<file path="src/rtl/sistema_hex_pkg.sv">
// Shared constants for the hex display controller: register map, CTRL
// field positions, blink divider default and the 7-segment lookup table.
package sistema_hex_pkg;

    localparam logic [2:0] ADDR_DATA   = 3'd0;
    localparam logic [2:0] ADDR_CTRL   = 3'd1;
    localparam logic [2:0] ADDR_STATUS = 3'd2;
    localparam logic [2:0] ADDR_PERIOD = 3'd3;
    localparam logic [2:0] ADDR_RAW0   = 3'd4;
    localparam logic [2:0] ADDR_RAW1   = 3'd5;

    localparam int CTRL_EN_BIT    = 0;
    localparam int CTRL_RAW_BIT   = 1;
    localparam int CTRL_DEN_LSB   = 8;
    localparam int CTRL_BLINK_LSB = 16;

    localparam int unsigned BLINK_DIV_DEFAULT = 25000000;

    // Active-high g..a patterns, entry n at bits [7n+6:7n].
    localparam logic [16*7-1:0] HEX_SEG_TABLE = {
        7'h71, 7'h79, 7'h5E, 7'h39, 7'h7C, 7'h77, 7'h6F, 7'h7F,
        7'h07, 7'h7D, 7'h6D, 7'h66, 7'h4F, 7'h5B, 7'h06, 7'h3F
    };

endpackage

</file>
<file path="src/rtl/sistema_hex_seg_decode.sv">
// Combinational nibble to active-high 7-segment pattern (g..a, msb..lsb).
module sistema_hex_seg_decode
    import sistema_hex_pkg::*;
(
    input  logic [3:0] nibble,
    output logic [6:0] seg
);

    assign seg = HEX_SEG_TABLE[7*int'(nibble) +: 7];

endmodule

</file>
<file path="src/rtl/sistema_hex_display_ctrl.sv">
// Avalon-MM slave driving up to eight 7-segment digits with hex decode,
// raw segment mode, per-digit enable and per-digit blinking.
module sistema_hex_display_ctrl
    import sistema_hex_pkg::*;
#(
    parameter int          NUM_DIGITS = 6,
    parameter int unsigned BLINK_DIV  = BLINK_DIV_DEFAULT,
    parameter bit          ACTIVE_LOW = 1'b1
) (
    input  logic                    clk,
    input  logic                    reset,
    input  logic [2:0]              address,
    input  logic                    chipselect,
    input  logic                    write_n,
    input  logic [31:0]             writedata,
    output logic [31:0]             readdata,
    output logic [7*NUM_DIGITS-1:0] out_port
);

    localparam logic [7:0]  DIG_MASK   = 8'((64'd1 << NUM_DIGITS) - 64'd1);
    localparam logic [31:0] DATA_MASK  = 32'((64'd1 << (4*NUM_DIGITS)) - 64'd1);
    localparam logic [55:0] RAW_MASK   = 56'((64'd1 << (7*NUM_DIGITS)) - 64'd1);
    // The default divider exceeds 24 bits; it wraps to the register width.
    localparam logic [23:0] PERIOD_RST = 24'(BLINK_DIV);

    logic [31:0] data_q;
    logic [55:0] raw_q;
    logic        en_q;
    logic        raw_mode_q;
    logic [7:0]  den_q;
    logic [7:0]  blink_q;
    logic [23:0] period_q;
    logic [23:0] cnt_q;
    logic        phase_q;
    logic [7*NUM_DIGITS-1:0] seg_pat;

    // Bus protocol: a write is taken on any rising edge where chipselect=1
    // and write_n=0; reads have no strobe and readdata follows address
    // combinationally with zero wait states.
    logic wr;
    assign wr = chipselect & ~write_n;

    for (genvar k = 0; k < NUM_DIGITS; k++) begin : g_digit
        logic [6:0] hex_seg;
        logic       blank;

        sistema_hex_seg_decode u_dec (
            .nibble (data_q[4*k +: 4]),
            .seg    (hex_seg)
        );

        assign blank = ~en_q | ~den_q[k] | (blink_q[k] & phase_q);
        assign seg_pat[7*k +: 7] = blank      ? 7'h00 :
                                   raw_mode_q ? raw_q[7*k +: 7] : hex_seg;
    end

    always_ff @(posedge clk) begin
        if (reset) begin
            data_q     <= '0;
            raw_q      <= '0;
            en_q       <= 1'b1;
            raw_mode_q <= 1'b0;
            den_q      <= DIG_MASK;
            blink_q    <= '0;
            period_q   <= PERIOD_RST;
            cnt_q      <= PERIOD_RST;
            phase_q    <= 1'b0;
            out_port   <= ACTIVE_LOW ? '1 : '0;
        end else begin
            out_port <= ACTIVE_LOW ? ~seg_pat : seg_pat;

            if (wr) begin
                case (address)
                    ADDR_DATA: data_q <= writedata & DATA_MASK;
                    ADDR_CTRL: begin
                        en_q       <= writedata[CTRL_EN_BIT];
                        raw_mode_q <= writedata[CTRL_RAW_BIT];
                        den_q      <= writedata[CTRL_DEN_LSB +: 8] & DIG_MASK;
                        blink_q    <= writedata[CTRL_BLINK_LSB +: 8] & DIG_MASK;
                    end
                    ADDR_RAW0: raw_q[27:0]  <= writedata[27:0] & RAW_MASK[27:0];
                    ADDR_RAW1: raw_q[55:28] <= writedata[27:0] & RAW_MASK[55:28];
                    default: ;
                endcase
            end

            // A period write restarts the blink timer even on terminal count.
            if (wr && address == ADDR_PERIOD) begin
                period_q <= writedata[23:0];
                cnt_q    <= writedata[23:0];
                phase_q  <= 1'b0;
            end else if (period_q == 24'd0) begin
                cnt_q   <= 24'd0;
                phase_q <= 1'b0;
            end else if (cnt_q == 24'd0) begin
                cnt_q   <= period_q;
                phase_q <= ~phase_q;
            end else begin
                cnt_q <= cnt_q - 24'd1;
            end
        end
    end

    always_comb begin
        readdata = '0;
        case (address)
            ADDR_DATA:   readdata = data_q;
            ADDR_CTRL: begin
                readdata[CTRL_EN_BIT]          = en_q;
                readdata[CTRL_RAW_BIT]         = raw_mode_q;
                readdata[CTRL_DEN_LSB +: 8]    = den_q;
                readdata[CTRL_BLINK_LSB +: 8]  = blink_q;
            end
            ADDR_STATUS: readdata = {cnt_q, 7'd0, phase_q};
            ADDR_PERIOD: readdata = {8'd0, period_q};
            ADDR_RAW0:   readdata = {4'd0, raw_q[27:0]};
            ADDR_RAW1:   readdata = {4'd0, raw_q[55:28]};
            default: ;
        endcase
    end

endmodule

</file>
<file path="config.mk">
export PLATFORM = sky130hd
export DESIGN_NAME = sistema_hex_display_ctrl
export DESIGN_NICKNAME = d
export VERILOG_FILES = /design/src/rtl/sistema_hex_pkg.sv /design/src/rtl/sistema_hex_seg_decode.sv /design/src/rtl/sistema_hex_display_ctrl.sv
export SDC_FILE = /design/constraint.sdc
export NUM_CORES = 1
export LEC_CHECK = 0
export ABC_AREA = 0
export CAP_MARGIN = 10
export CORE_MARGIN = 5
export CORE_UTILIZATION = 30
export CTS_CLUSTER_DIAMETER = 120
export DETAILED_ROUTE_END_ITERATION = 8
export HOLD_SLACK_MARGIN = 0.1
export PLACE_DENSITY = 0.53
export SLEW_MARGIN = 20
export SYNTH_ARGS = -nofsm -noshare
export SYNTH_HDL_FRONTEND = slang
export SYNTH_SLANG_ARGS = --single-unit
</file>
<file path="constraint.sdc">
create_clock -name clk -period 3.07 [get_ports clk]
set_clock_uncertainty 0.15 [all_clocks]
set_input_delay 0.7675 -clock clk [delete_from_list [all_inputs] [get_ports clk]]
set_output_delay 0.7675 -clock clk [all_outputs]
set_load 0.01 [all_outputs]
</file>
== Word level (Yosys, flattened, before mapping) ==
Cells that the tools add are included.

* Register bits: 171
* Input port bits: 39
* Output and inout bits: 74
* Logic and storage cells: 86

* Add/subtract/negate cells: 1
* Multiply operators: 6
* Equality and inequality tests: 5
* Shift operators: 6
* Multiplexer cells: 19
* Bitwise operators: 29
* Reduce and logical (&&, ||, !) cells: 9

{| class="wikitable"
|+ Operator list
! operator !! number
|-
| variable part select 112 x 32 -> 7 bit, first input constant || 6
|-
| one-hot mux 16 bit (6 select lines) || 1
|-
| 2-to-1 mux 7 bit || 12
|-
| 2-to-1 mux 24 bit || 3
|-
| zero test 24 bit || 2
|-
| multiplier 3 x 4 -> 7 bit, first input constant || 6
|-
| NOT 42 bit || 1
|-
| one-hot mux 6 bit (4 select lines) || 1
|-
| subtractor 24 x 1 -> 24 bit, second input constant || 1
|-
| one-hot mux 8 bit (2 select lines) || 1
|-
| bitwise OR 1 bit || 12
|-
| one-hot mux 2 bit (6 select lines) || 1
|-
| NOT 1 bit || 9
|-
| AND reduction 2 bit || 4
|-
| bitwise AND 1 bit || 7
|-
| equality test 3 x 2 -> 1 bit, second input constant || 2
|-
| equality test 3 bit, second input constant || 2
|-
| equality test 3 x 1 -> 1 bit, second input constant || 1
|-
| zero test 3 bit || 1
|-
| OR reduction 3 bit || 1
|-
| logical AND 1 bit || 1
|}

== Longest topological paths before layout ==
* Depth in word-level cells: 5
* Mapped depth: 8
* Mapped depth without buffers: 7

== Cells and area by module ==
Synthesis repeated with hierarchy kept, for this count alone.

* Cells, all modules: 1,144
* Area, all modules: 9,529.1 µm²

{| class="wikitable"
|+ Modules (own cells, without submodules)
! module !! times used !! cells an instance !! area an instance (µm²) !! seq. area each (µm²)
|-
| sistema_hex_display_ctrl || 1 || 946 || 7,810.0 || 3,423.3
|-
| sistema_hex_seg_decode || 6 || 33 || 286.5 || 0.0
|}

== Worst setup path after synthesis ==
No wires, ideal clock.

* Kind: input to output
* From: input port address[0]
* To: output port readdata[2]
* Arrival: 2,040 ps
* Required time: 2,152 ps
* Path slack: 112 ps
* Stages on the path: 5
* Buffers on the path: 3
* Cell sequence: buf_2 > clkbuf_1 > clkbuf_1 > a31oi_1 > o21ai_0

* Cells in the longest elaborated chain, start to end: 2
* Elaborated cells between the ends (all ways): 5
* Those cells by class: 3 x eq/ne; 1 x mux; 1 x reduce/logical

{| class="wikitable"
|+ RTL lines
! what !! line !! source
|-
| start: declaration || sistema_hex_display_ctrl.sv:12 || <nowiki>input logic [2:0] address,</nowiki>
|-
| equality test 3 bit, or another cell as far along || sistema_hex_display_ctrl.sv:106 || <nowiki>case (address)</nowiki>
|-
| one-hot mux 6 bit (4 select lines) * || sistema_hex_display_ctrl.sv:106 ||
|-
| end: declaration || sistema_hex_display_ctrl.sv:16 || <nowiki>output logic [31:0] readdata,</nowiki>
|}

Mark *: on every way between the ends. The rest lies on a longest branch, timed or not.

== Final worst setup path ==
* From: input port address[0]
* To: output port readdata[23]

* Cells in the longest elaborated chain, start to end: 2
* Elaborated cells between the ends (all ways): 7
* Those cells by class: 5 x eq/ne; 1 x mux; 1 x reduce/logical

{| class="wikitable"
|+ RTL lines
! what !! line
|-
| equality test 3 bit, or another cell as far along || sistema_hex_display_ctrl.sv:106
|-
| one-hot mux 16 bit (6 select lines) * || sistema_hex_display_ctrl.sv:106
|}

Marked as above.

==> results.json <==
{
  "ys.flop_type": "dfxtp_1",
  "pwr-share-seq_pct": 43.7,
  "synthMuxAreaShare_pct": 9.097,
  "pin_count": 113,
  "cp.required_ps": 2150,
  "timing.rr.start": "cnt_q[0]",
  "cpLargestDelayFamily": "buffers and inverters",
  "hold_end": "raw_q[12]",
  "critPathKind": "primary input to primary output",
  "rsz0062_at_grt": "no",
  "max-slew-margin-rel_pct": 45.05,
  "grt_pass1_wl_um": 49360,
  "post_synth_fa_ha_maj_area_fraction_pct": 4.417,
  "netlist_instances": 1158,
  "synth-simple-area-share_pct": 22.63,
  "swShare_pct": 27.64,
  "synthTopCellsByArea": "dfxtp_1 38%, nand2_1 13%, a21oi_1 6.7%",
  "synth-compound-area-share_pct": 19.49,
  "path_cells": "buf_6, buf_4, mux2_2, a22oi_1, o21ai_0, dlygate4sd2_1",
  "cp_num_buf_inv": 3,
  "routed_via_density": 5.135,
  "row_count": 63,
  "ys_seq_elements": 171,
  "vias": 8673,
  "post_drt_wl_per_cell_um": 19.07,
  "max_stage_delay_ps": 350,
  "grt_max_degree": 86,
  "remaining_drc_errors": 0,
  "io_buffers": 108,
  "gp_congestion": 0.9164,
  "endpoint_kind": "primary output",
  "gr-usage-all-layers_pct": 18.86,
  "worst_slew_pin_slew_ps": 824.3,
  "fin_crit_ps": 3023,
  "critPathSlowestCell": "mux2_2",
  "setup_viol": 0,
  "cts_max_level": 4,
  "dieArea_um2": 33790,
  "die_w_um": 183.8,
  "synthTopCellsByCount": "312 x nand2_1, 171 x dfxtp_1, 121 x a21oi_1",
  "syn_to_final_growth_pct": 27.75,
  "fin_nets": 1357,
  "layout-drive-gt1-share_pct": 13.24,
  "cp.depth": 6,
  "syn_area_um2": 9064,
  "dpl-instance-area_um2": 10910,
  "ys_seq_area_share_pct": 37.77,
  "combPwrFrac_pct": 14.5,
  "intPower_w": 0.004015,
  "synth_edf_count": 0,
  "grt_pass1_vias": 8302,
  "final_cell_area_um2": 11580,
  "reg2reg_to": "cnt_q[22]",
  "min_path_type": "flip-flop to flip-flop",
  "cts-root-buf": "clkbuf_16",
  "synthXorXnorAreaFrac_pct": 1.256,
  "ir_worst_vdd_mv": 0.3600,
  "synth_top_area_cell": "dfxtp_1",
  "first_pass_iters": 5,
  "yosysMostFrequentCell": "nand2_1",
  "hold_start": "raw_q[12]",
  "yosysWarnings": 0,
  "cp.arrival_ps": 2110,
  "status": "finished, final reports clean",
  "syn_area_per_cell_um2": 7.827,
  "drv_slew": 0,
  "clk_pin_slew_worst_paths_ps": 70,
  "final_core_util_pct": 38.96,
  "synth_top_family_by_area": "simple AND/OR/NAND/NOR gates",
  "finalPower_w": 0.005549,
  "fmax_mhz": 330.8,
  "die_h_um": 183.8,
  "hold_viol_final": 0,
  "p_leak_nw": 4.473,
  "post_cts_buffers": 0,
  "async_flop_share_pct": 0,
  "powerDensity_nw_per_um2": 479.3,
  "hold_buffers": 0,
  "critPathLaunch": "address[0]",
  "ant_nets": 0,
  "synth_nets": 1229,
  "numClockSinks": 171,
  "yosys.area.top_type_share_pct": 37.77,
  "clockBufferDepth": 2,
  "cts_tree": "yes",
  "dp_hpwl_um": 24450,
  "n_antenna_cell": 0,
  "rrSetupSlack_ps": 700,
  "clkPwrFrac_pct": 41.9,
  "wl_um": 32210,
  "cap_violations": 0,
  "min_period_over_period_pct": 98.48,
  "critPathLaunchType": "primary input",
  "start_util_pct": 30.50,
  "drt_iter0_markers": 638,
  "holdPathStages": 2,
  "overflow": 0,
  "p_sw_w": 0.001534,
  "core_area_um2": 29720,
  "cp_max_fo": 11,
  "antenna_found_initial": 0,
  "reg2reg_depth": 7,
  "cts_buffers": 17,
  "ys_types": 64,
  "clk-insertion-delay-late_ps": 430
}
power groups by stage:
stage / clock [W] / sequential, W / combinational [W]
2_1_floorplan: 0 / 0.00244 / 0.000412
3_3_place_gp: 0 / 0.00247 / 0.000798
3_5_place_dp: 0 / 0.00247 / 0.000804
4_1_cts: 0.00236 / 0.00242 / 0.000802
5_1_grt: 0.00244 / 0.00243 / 0.000873
6_report: 0.00232 / 0.00242 / 0.000803
cell usage in the layout, fill, tap and decap left out, drive strengths merged, types with 6 or more instances in the layout:
cell           instances
a211oi                 9
a21oi                121
a22oi                 22
and2                   6
buf                   86
clkbuf                19
clkdlybuf4s50         72
dfxtp                171
dlygate4sd2           31
ha                    32
inv                   39
mux2                  15
mux2i                 43
mux4                  10
nand2                312
nand2b                 9
nand3                 20
nand3b                10
nor2                  43
nor2b                 15
nor3                  11
nor4                  11
o211ai                 6
o21ai                 78
o22ai                 15
o31ai                 10
xnor2                  9
timing repair:
action | 4_1_cts | 5_1_grt
endpoints found under the hold margin | 0 | 0
endpoints found under the setup margin | 32 | 8
resized for setup | 51 | 7
sequential cells by signal (all words and copies together), names as in the netlist:
signal	count
out_port	42
raw_q	42
cnt_q	24
data_q	24
period_q	24
blink_q	6
den_q	6
en_q	1
phase_q	1
raw_mode_q	1
worst max-delay path by stage:
stage	end	slack, ps
2_1_floorplan	readdata[2]	110
3_3_place_gp	readdata[0]	-350
3_5_place_dp	readdata[0]	-350
4_1_cts	readdata[22]	0.8
5_1_grt	readdata[13]	9
6_report	readdata[23]	50
final cells by class:
type	instances	area, um^2
inverter	33	123.9
clock inverter	13	178.9
clock buffer	19	442.9
sequential	171	3425
tap	390	488.0
multi-input combinational	873	5226
timing repair buffer	190	1694
fill	3073	18140
per-stage QoR:
step	hold WS [ps]	worst slack (ps)	cells	TNS, ps
CTS	323.8	0.7898	1689	0
finish	325.5	46.77	1689	0
detailed placement	314.5	-354.2	1657	-7779
global route	346.1	8.822	1689	0
global placement	310.1	-352.4	1657	-7853
floorplan	294.0	112.2	1158	0
kinds of logic after synthesis:
| kind of cell | after synthesis |
|---|---|
| buf+inv | 114 |
| simple gates | 461 |
| mux | 68 |
| fa+ha+maj | 32 |
| xor+xnor | 13 |
| flops | 171 |
| compound gates | 299 |
layer usage:
metal	wire length (um)	global-route usage, %	part of all wire, %	vias up
met5	0	0	0	-
met4	691	5.383	2.1	0
met1	14800	25.95	46	4136
met3	1721	3.344	5.3	33
li1	-	-	-	4275
met2	14990	30.48	47	229
tightest hold or removal path, stage by stage (launching register included):
cell and delay [ps]:
dfxtp_1 320, nand2_1 60, a21oi_1 50
Note: power is estimated with default switching activity, not from simulation.
